`config.mk`:
```
export PLATFORM = sky130hd
export DESIGN_NAME = deck_builder
export DESIGN_NICKNAME = d
export VERILOG_FILES = /design/src/rtl/deck_builder.sv
export SDC_FILE = /design/constraint.sdc
export NUM_CORES = 1
export LEC_CHECK = 0
export ABC_AREA = 1
export BUFFER_PORTS_ARGS = -buffer_cell sky130_fd_sc_hd__buf_4
export CAP_MARGIN = 20
export CORE_ASPECT_RATIO = 2
export CORE_MARGIN = 2
export CORE_UTILIZATION = 52
export CTS_CLUSTER_DIAMETER = 40
export DETAILED_ROUTE_END_ITERATION = 8
export PLACE_DENSITY = 0.83
export SYNTH_ARGS = -nofsm -noshare
export SYNTH_HDL_FRONTEND = slang
export SYNTH_SLANG_ARGS = --single-unit
```
`constraint.sdc`:
```
create_clock -name clock -period 1.8 [get_ports clock]
set_input_delay 0 -clock clock [delete_from_list [all_inputs] [get_ports clock]]
set_output_delay 0 -clock clock [all_outputs]
set_load 0.005 [all_outputs]
```
`src/rtl/deck_builder.sv`:
```
// Builds an ordered card deck as a linked list by issuing one add op per card to ram_controller.
// Optional macro JOKERS_EN appends two jokers (value 0, suits 0 then 1) after the 52 standard cards.
module deck_builder #(
    parameter int unsigned TIMEOUT_CYCLES = 1024,
    parameter logic [1:0]  ADD_OP         = 2'd0
) (
    input  logic        clock,
    input  logic        resetn,
    input  logic        start,
    output logic        busy,
    output logic        done,
    output logic        error,
    output logic [9:0]  deck_head,
    output logic [5:0]  cards_added,
    output logic        rc_enable,
    output logic [1:0]  rc_select_op,
    output logic [9:0]  rc_arg1,
    output logic [9:0]  rc_arg2,
    input  logic        rc_finished_op,
    input  logic [31:0] rc_out1
);

    // state     | meaning
    // IDLE      | waiting for start
    // ISSUE     | present card/tail, raise rc_enable, clear ack timer
    // WAIT_ACK  | hold request until controller drops finished_op (or time out)
    // WAIT_DONE | wait for controller to finish, capture new card address
    // CHECK     | link new card, count it, pick next card or finish
    // DONE      | one-cycle completion pulse
    // ERR       | timeout or null address; waits for a fresh start
    typedef enum logic [2:0] {
        IDLE, ISSUE, WAIT_ACK, WAIT_DONE, CHECK, DONE, ERR
    } state_t;

`ifdef JOKERS_EN
    localparam logic [5:0] FINAL_COUNT = 6'd54;
`else
    localparam logic [5:0] FINAL_COUNT = 6'd52;
`endif
    localparam int TW = $clog2(TIMEOUT_CYCLES) + 1;
    localparam logic [TW-1:0] TIMEOUT_LAST = TW'(TIMEOUT_CYCLES - 1);

    state_t          state, state_next;
    logic [1:0]      suit, suit_adv;
    logic [3:0]      value, value_adv;
    logic [9:0]      tail;
    logic [9:0]      addr_cap;
    logic [TW-1:0]   timer, timer_inc;
    logic [5:0]      count_inc;
    logic            start_build;
    logic            unused_out1_hi;

    assign timer_inc      = timer + 1'b1;
    assign count_inc      = cards_added + 6'd1;
    assign unused_out1_hi = ^rc_out1[31:10];

    assign busy         = (state == ISSUE) || (state == WAIT_ACK) ||
                          (state == WAIT_DONE) || (state == CHECK);
    assign done         = (state == DONE);
    assign error        = (state == ERR);
    assign rc_enable    = (state == ISSUE) || (state == WAIT_ACK);
    assign rc_select_op = busy ? ADD_OP : 2'd0;
    assign rc_arg1      = busy ? {4'b0, suit, value} : 10'd0;
    assign rc_arg2      = busy ? tail : 10'd0;

    always_comb begin
        state_next  = state;
        start_build = 1'b0;
        case (state)
            IDLE, DONE, ERR: begin
                if (start) begin
                    start_build = 1'b1;
                    state_next  = ISSUE;
                end else if (state == DONE) begin
                    state_next = IDLE;
                end
            end
            ISSUE:     state_next = WAIT_ACK;
            WAIT_ACK: begin
                if (!rc_finished_op)
                    state_next = WAIT_DONE;
                else if (timer_inc == TIMEOUT_LAST)
                    state_next = ERR;
            end
            WAIT_DONE: if (rc_finished_op) state_next = CHECK;
            CHECK: begin
                if (addr_cap == 10'd0)
                    state_next = ERR;
                else if (count_inc == FINAL_COUNT)
                    state_next = DONE;
                else
                    state_next = ISSUE;
            end
            default:   state_next = IDLE;
        endcase
    end

    always_comb begin
        suit_adv  = suit;
        value_adv = value + 4'd1;
        if (value == 4'd13) begin
            value_adv = 4'd1;
            suit_adv  = suit + 2'd1;
        end
`ifdef JOKERS_EN
        // After the king of the last suit the jokers follow as value 0, suits 0 and 1.
        if (value == 4'd13 && suit == 2'd3) begin
            value_adv = 4'd0;
            suit_adv  = 2'd0;
        end else if (value == 4'd0) begin
            value_adv = 4'd0;
            suit_adv  = suit + 2'd1;
        end
`endif
    end

    always_ff @(posedge clock or negedge resetn) begin
        if (!resetn)
            state <= IDLE;
        else
            state <= state_next;
    end

    always_ff @(posedge clock or negedge resetn) begin
        if (!resetn) begin
            suit        <= 2'd0;
            value       <= 4'd1;
            tail        <= 10'd0;
            deck_head   <= 10'd0;
            cards_added <= 6'd0;
            timer       <= '0;
            addr_cap    <= 10'd0;
        end else begin
            if (start_build) begin
                suit        <= 2'd0;
                value       <= 4'd1;
                tail        <= 10'd0;
                deck_head   <= 10'd0;
                cards_added <= 6'd0;
            end
            case (state)
                ISSUE:     timer <= '0;
                WAIT_ACK:  timer <= timer_inc;
                WAIT_DONE: if (rc_finished_op) addr_cap <= rc_out1[9:0];
                CHECK: begin
                    if (addr_cap != 10'd0) begin
                        tail        <= addr_cap;
                        cards_added <= count_inc;
                        if (cards_added == 6'd0)
                            deck_head <= addr_cap;
                        if (count_inc != FINAL_COUNT) begin
                            suit  <= suit_adv;
                            value <= value_adv;
                        end
                    end
                end
                default: ;
            endcase
        end
    end

endmodule

```
==> metrics.md, run 1 <==
| Metric | Value |
|---|---|
| Status | complete, no violations |
| Fin crit period | about 1.7 ns |
| Worst Reg-to-Reg Cells | 12 |
| Pleak | 1.742 nW |
| Peak VDD IR | 0.0009616 V |
| Core Region | 5325 um2 |
| Register area share after synthesis | 0.4941 |
| Drt drc | 0 |
| ANT nets after route | 0 |
| Warnings from Yosys | 0 |
| CTS Buffer Depth | 2 |
| FF-to-FF End | state[1]$_DFFE_PN0P_ |
| RSZ-0062 raised after global routing | yes |
| Layout cells sized above 1 | 0.2249 |
| Clock Skew | 0.006677 ns |
| First-pass GRT wire length | 10,780 um |
| Critical path arrival | 1.93 ns |
| FF-to-FF Start | timer[1]$_DFFE_PN0P_ |
| Root buf cell | clkbuf_8 |
| Max-Slew Margin vs Limit | 0.5403 |
| Initial Util | 0.5331 |
| Mapped Cells | 348 |
| CTS H-tree depth | 2 |
| Critical path peak fanout | 5 |
| Die area | ~6100 um2 |
| GPL Wtd Cong | 0.8082 |
| Routed WL | 6332 um |
| Fillers | 428 |
| CTS tree | built |
| Power Density | 1265 nW/um2 |
| F_max | roughly 580 MHz |
| CTS Sinks | 56 |
| DR vias/cell | 5.251 |
| Placed cells | between 400 and 500 |
| Crit path launch type | flip-flop |
| Reg2reg setup slack | ~0.075 ns |
| IO Pins | 78 |
| Die Y | 108.5 um |
| Drt wl/cell | ~13 um |
| Pin count of the biggest net entering global routing | 57 |
| Iter 0 DRT Violations | 139 |
| Most frequent cells in the layout | buf_4 (60), dfrtp_1 (55), nand2_1 (54) |
| Most common cell after layout, fill and taps aside | buf_4 |
| Worst hold path type | in -> reg |
| Clock Pin Slew Worst Setup and Hold Paths | ~0.09 ns |
| CTS buffer count | 5 |
| Max Slew Vio Count | 0 |
| Crit. End Element | flip-flop |
| Gr ovfl total | 0 |
| Vias | 2,510 |
| Max-Cap Viols | 0 |
| Non-filler cells, final | 478 |
| Mapped Avg Cell Area | 8.158 um2 |
| Die width | 56.25 um |
| Final setup viols | 0 |
| Crit path to | state[1]$_DFFE_PN0P_ |
| Cell area after synthesis | 2839 um2 |
| Final Hold Viols | 0 |
| Synth Register Bits | 56 |
| Final period util | 0.9582 |
| Ant. Diodes | 0 |
| P&R area growth vs syn | 24.99% |
| Power, Total | about 4.5 mW |
| Half-perimeter wire length after placement | roughly 4500 um |
| PortBufs | 49 |
| Nets@finish | 457 |
| Beginning of the critical path | timer[1]$_DFFE_PN0P_ |
| Worst-Margin Slew | 0.6896 ns |
| Clock latency on the worst-skew pair | 0.31 ns |
| Setup TNS | 0 ns |
| Count of cell types in the netlist | 32 |
| Num rows | 38 |
| All-Layer GR Usage | 0.2215 |
| Req. time, crit path | between 2 and 2.5 ns |
| Critical path class | reg -> reg |
| TritonRoute pass-1 iters | 4 |
| Initial antenna violation count | 0 |
| Vias in the first global route | 2,489 |
==> flip-flops by register name, indices dropped and copies added (netlist names) <==
name         count
addr_cap        10
cards_added      6
deck_head       10
state            3
suit             2
tail            10
timer           11
value            4
==> timing repair <==
item / in CTS / in global routing
endpoints found under the setup margin: 2 / 22
hold buffers: 11 / 0
pin swaps: 0 / 6
gates resized for setup: 0 / 11
cloned: 0 / 0
hold endpoints to repair: 65 / 0
buffers inserted: 1 / 1
==> layer usage <==
metal / track usage / up-vias / wire [um]
met3: 0.03828 / 10 / 299
met5: 0 / - / 0
met2: 0.3647 / 84 / 3168
met4: 0.08503 / 0 / 121
met1: 0.2913 / 1168 / 2744
li1: - / 1248 / -
==> worst max-delay path, cell delays in order, from the launching register on <==
cell and delay [ns]:
dfrtp_1 0.37, ha_2 0.22, nand2_4 0.07, nor2_4 0.16, nand2_1 0.07, nand2_1 0.08
nand2_2 0.07, nor2_4 0.12, nand3_2 0.07, o21ai_2 0.17, nand2_1 0.09, nand2_1 0.09
nand2_1 0.05
==> Yosys cell counts <==
library cell  count  area share
a21oi_1          12       0.021
a22o_1            1      0.0031
a31oi_1           2      0.0044
buf_2             2      0.0035
buf_4             7       0.019
buf_6             1      0.0040
clkbuf_1          4      0.0053
clkinv_1          1      0.0013
conb_1            1      0.0013
dfrtp_1          55        0.48
dfstp_2           1      0.0093
ha_1              4       0.018
inv_1            53       0.070
inv_2             3      0.0040
nand2_1          55       0.073
nand2_2           7       0.015
nand3_1          24       0.042
nand3_2           2      0.0071
nand3b_1          1      0.0026
nand4_1           2      0.0044
nor2_1           44       0.058
nor2_2            4      0.0088
nor2_4            3       0.012
nor3_1            3      0.0053
nor4_1            1      0.0022
o21ai_0           7       0.012
o21ai_1          14       0.025
o21ai_2           1      0.0031
o22ai_1          23       0.051
o31ai_1           2      0.0053
xnor2_1           2      0.0062
xor2_1            6       0.019
==> logic make-up after synthesis <==
family,Yosys count,share of synthesized area
simple gates,146,0.2309
buf+inv,71,0.1067
compound gates,62,0.1247
flops,56,0.4941
xor+xnor,8,0.02468
fa+ha+maj,4,0.01763
other cells,1,0.001321
==> how the worst min path moves through the flow <==
| stage | startpoint | endpoint | cells after the start |
|---|---|---|---|
| finish | rc_finished_op | state[0]$_DFFE_PN0P_ | 4 |
| global route | rc_finished_op | state[0]$_DFFE_PN0P_ | 4 |
| CTS | rc_finished_op | state[0]$_DFFE_PN0P_ | 4 |
| detailed placement | resetn | cards_added[2]$_DFF_PN0_ | 1 |
| global placement | resetn | cards_added[2]$_DFF_PN0_ | 1 |
| floorplan | resetn | addr_cap[0]$_DFFE_PN0P_ | 0 |
==> area by class of cell <==
type,count,area [um2],area share
Inverter,57,214.0,0.06030
Sequential cell,56,1403,0.3953
Multi-Input combinational cell,226,1202,0.3389
Clock inverter,1,7.507,0.002116
Tap cell,60,75.07,0.02116
Clock buffer,7,86.33,0.02433
Timing Repair Buffer,71,560.5,0.1580
==> metrics by stage <==
step                area (um2)  hold slack (ns)  setup slack (ns)    util
floorplan                 2858          -0.2956            0.2110       -
global placement          3279          0.08143            0.1345  0.6158
detailed placement        3279          0.09404          -0.01414  0.6158
CTS                       3491        0.0005627           0.06110  0.6555
global route              3548          0.03308          -0.07376  0.6664
finish                    3548          0.02300           0.07530  0.6664
==> power breakdown <==
group          leakage, nW  internal (mW)  total, mW  switching (mW)
clock               0.0445          0.313      0.707           0.394
combinational        0.970          0.796       1.98            1.18
sequential           0.727           1.61       1.80           0.194
No activity file was read; power rests on OpenSTA's default activity.
==> run 2: changes to the inputs <==
--- a/config.mk
+++ b/config.mk
@@ -8,12 +8,12 @@
 export ABC_AREA = 1
 export BUFFER_PORTS_ARGS = -buffer_cell sky130_fd_sc_hd__buf_4
 export CAP_MARGIN = 20
-export CORE_ASPECT_RATIO = 2
 export CORE_MARGIN = 2
-export CORE_UTILIZATION = 52
+export CORE_UTILIZATION = 40
 export CTS_CLUSTER_DIAMETER = 40
 export DETAILED_ROUTE_END_ITERATION = 8
-export PLACE_DENSITY = 0.83
+export GPL_TIMING_DRIVEN = 0
+export PLACE_DENSITY = 0.68
 export SYNTH_ARGS = -nofsm -noshare
 export SYNTH_HDL_FRONTEND = slang
 export SYNTH_SLANG_ARGS = --single-unit
==> run 2 against run 1 <==
Net effect:
- sequential power is essentially flat
- wire length rose by 4.4%
- final cell count up 9.6%
- sequential share of layout area fell by 1.4 points
- die area up 28%
- setup slack improved by 0.030 ns
- hold slack got worse by 0.0045 ns
- clock power increased by 1%
- critical path type is now reg -> out
- highest routed layer unchanged
==> metrics.md, run 2 (synthesized netlist as in run 1, its figures left out) <==
| Metric | Value |
|---|---|
| Hold path depth | 4 |
| Power Density | 1232 nW/um2 |
| Root buf cell | clkbuf_8 |
| First-pass GRT wire length | 11,100 um |
| Max-Slew Margin vs Limit | 0.5188 |
| Status | complete, no violations |
| Cell Int Power | 2.726 mW |
| Worst Reg-to-Reg Cells | 11 |
| P_sw | 1.807 mW |
| Sequential power share | 0.402 |
| Crit. End Element | output port |
| Critical path arrival | 1.69 ns |
| CTS tree | built |
| Clock Skew | 0.006373 ns |
| PnR worst setup slack | 0.1055 ns |
| Switching Share | 0.3987 |
| P&R area growth vs syn | 29.62% |
| FF-to-FF End | state[2]$_DFFE_PN0P_ |
| Layout cells sized above 1 | 0.2547 |
| Routed WL | ~6600 um |
| FF-to-FF Start | timer[0]$_DFFE_PN0P_ |
| CTS H-tree depth | 2 |
| Max-Cap Viols | 0 |
| Final period util | 0.9414 |
| Pin count of the biggest net entering global routing | 57 |
| Core Region | 6832 um2 |
| Clock Pin Slew Worst Setup and Hold Paths | ~0.1 ns |
| Die area | 7787 um2 |
| DR vias/cell | 4.807 |
| CTS Sinks | 56 |
| GPL Wtd Cong | slightly above 0.8 |
| CTS Buffer Depth | 2 |
| IO Pins | between 70 and 80 |
| CP max stage delay | 0.42 ns |
| Reg with most FFs | timer |
| F_max | 590.2 MHz |
| Worst hold path type | in -> reg |
| Gr ovfl total | 0 |
| Num rows | 30 |
| Power, Total | 4.533 mW |
| Peak VDD IR | 0.0006571 V |
| Nets@finish | 467 |
| Crit path launch type | flip-flop |
| Initial Util | 0.4156 |
| Largest register FFs | 11 |
| TritonRoute pass-1 iters | 5 |
| Vias in the first global route | 2,345 |
| Fin util | 0.5386 |
| Pre-CTS setup slack | -0.004089 ns |
| Crit path cell chain | nor2_1, nand2_2, inv_2, nor2_4, clkbuf_4, nor2_1, buf_4 |
| Fin crit period | 1.694 ns |
| Ant. Diodes | 0 |
| Initial antenna violation count | 0 |
| Critical path class | reg -> out |
| Critical path peak fanout | 10 |
| Vias | about 2,500 |
| Final setup viols | 0 |
| Reg2reg setup slack | approximately 0.11 ns |
| Combinational share of power | 0.440 |
| CP max stage cell | dfrtp_1 |
| Most common cell after layout, fill and taps aside | buf_4 |
| Iter 0 DRT Violations | between 80 and 90 |
| Half-perimeter wire length after placement | roughly 4700 um |
| Worst-Margin Slew | 0.7219 ns |
| Drt drc | 0 |
| Drt wl/cell | 12.62 um |
| Largest delay share family, worst path | simple AND/OR/NAND/NOR gates |
| CTS buffer count | 5 |
| Hold path endpoint | state[0]$_DFFE_PN0P_ |
| WHS | roughly 0.018 ns |
| PortBufs | between 40 and 50 |
| Die Y | 88.25 um |
| ANT nets after route | 0 |
| Pleak | 1.783 nW |
| Hold Path Origin | rc_finished_op |
| All-Layer GR Usage | 0.1802 |
| RSZ-0062 raised after global routing | yes |
| Most frequent cells in the layout | buf_4 (63), dfrtp_1 (54), inv_1 (52), nand2_1 (52), nor2_1 (40) |
| Req. time, crit path | roughly 1.8 ns |
| Clock latency on the worst-skew pair | 0.31 ns |
| Final Hold Viols | 0 |
| CP Buf/Inv Count | 3 |
| Max Slew Vio Count | 0 |
| Top cell by count, worst path | nor2_1 |
| Die width | 88.25 um |
| Clock power share | 0.158 |
## run 2: changes by cell type in the layout (fill, tap and decap cells not counted), moves of 2 or more
cell / change
nor2_2: +2
nand2_4: -2
buf_4: +3
nand2_2: +4
clkbuf_1: +2
nand2_1: -2
nor2_1: -3
clkinv_2: +2
## run 2: worst max path at each step
stage / start / endpoint / slack (ns) / depth (start not counted)
floorplan: cards_added[0]$_DFF_PN0_ / deck_head[1]$_DFF_PN0_ / 0.21 / 8
global placement: cards_added[0]$_DFF_PN0_ / deck_head[1]$_DFF_PN0_ / 0.004 / 8
detailed placement: timer[1]$_DFFE_PN0P_ / state[1]$_DFFE_PN0P_ / -0.004 / 12
CTS: timer[0]$_DFFE_PN0P_ / state[1]$_DFFE_PN0P_ / 0.06 / 12
global route: timer[0]$_DFFE_PN0P_ / state[1]$_DFFE_PN0P_ / -0.05 / 13
finish: state[1]$_DFFE_PN0P_ / rc_arg2[0] / 0.11 / 7
## run 2: area by class of cell
| cell class | instances | area, um2 |
|---|---|---|
| Buffer | 14 | 92.59 |
| Clock buffer | 6 | 82.58 |
| Clock inverter | 2 | 10.01 |
| Fill cell | 689 | 3152 |
| Inverter | 57 | 214.0 |
| Multi-Input combinational cell | 226 | 1226 |
| Sequential cell | 56 | 1404 |
| Tap cell | 96 | 120.1 |
| Timing Repair Buffer | 67 | 530.5 |
## run 2: through the flow
step | instances | cell area [um2] | setup TNS [ns]
after floorplan | 353 | 2858 | 0
after global placement | 498 | 3346 | 0
after detailed placement | 498 | 3346 | -0.006345
after CTS | 519 | 3580 | 0
after global routing | 524 | 3680 | -0.07512
final | 524 | 3680 | 0
## run 2: timing repair
action,4_1_cts,5_1_grt
hold buffers,11,0
setup buffers,2,5
endpoints found under the setup margin,14,25
resized for setup,4,18
hold endpoints to repair,65,0
pin swaps,0,5
## run 2: power groups by stage
stage          clock network (mW)  logic (mW)  registers, mW
6_report                    0.716        2.00           1.82
5_1_grt                     0.771        2.27           1.86
4_1_cts                     0.730        1.93           1.81
3_5_place_dp                    0        1.84           1.84
3_3_place_gp                    0        1.81           1.83
2_1_floorplan                   0        1.15           1.80
## run 2: routing by layer
layer | GRT usage | wire length [um] | up-vias | part of all wire
li1 | - | - | 1265 | -
met1 | 0.2539 | 3061 | 1197 | 0.46
met2 | 0.2980 | 3194 | 53 | 0.48
met3 | 0.03078 | 317 | 4 | 0.048
met4 | 0.03306 | 40 | 0 | 0.0060
met5 | 0 | 0 | - | 0
## run 2: worst reg2reg max path, delay by kind of cell (launching register included)
| family | cells | cell delay (ns) |
|---|---|---|
| flip-flops | 1 | 0.42 |
| adder cells (fa/ha/maj) | 1 | 0.15 |
| AO/OA/AOI/OAI | 1 | 0.19 |
| AND/OR/NAND/NOR | 6 | 0.47 |
| buffers and inverters | 3 | 0.36 |
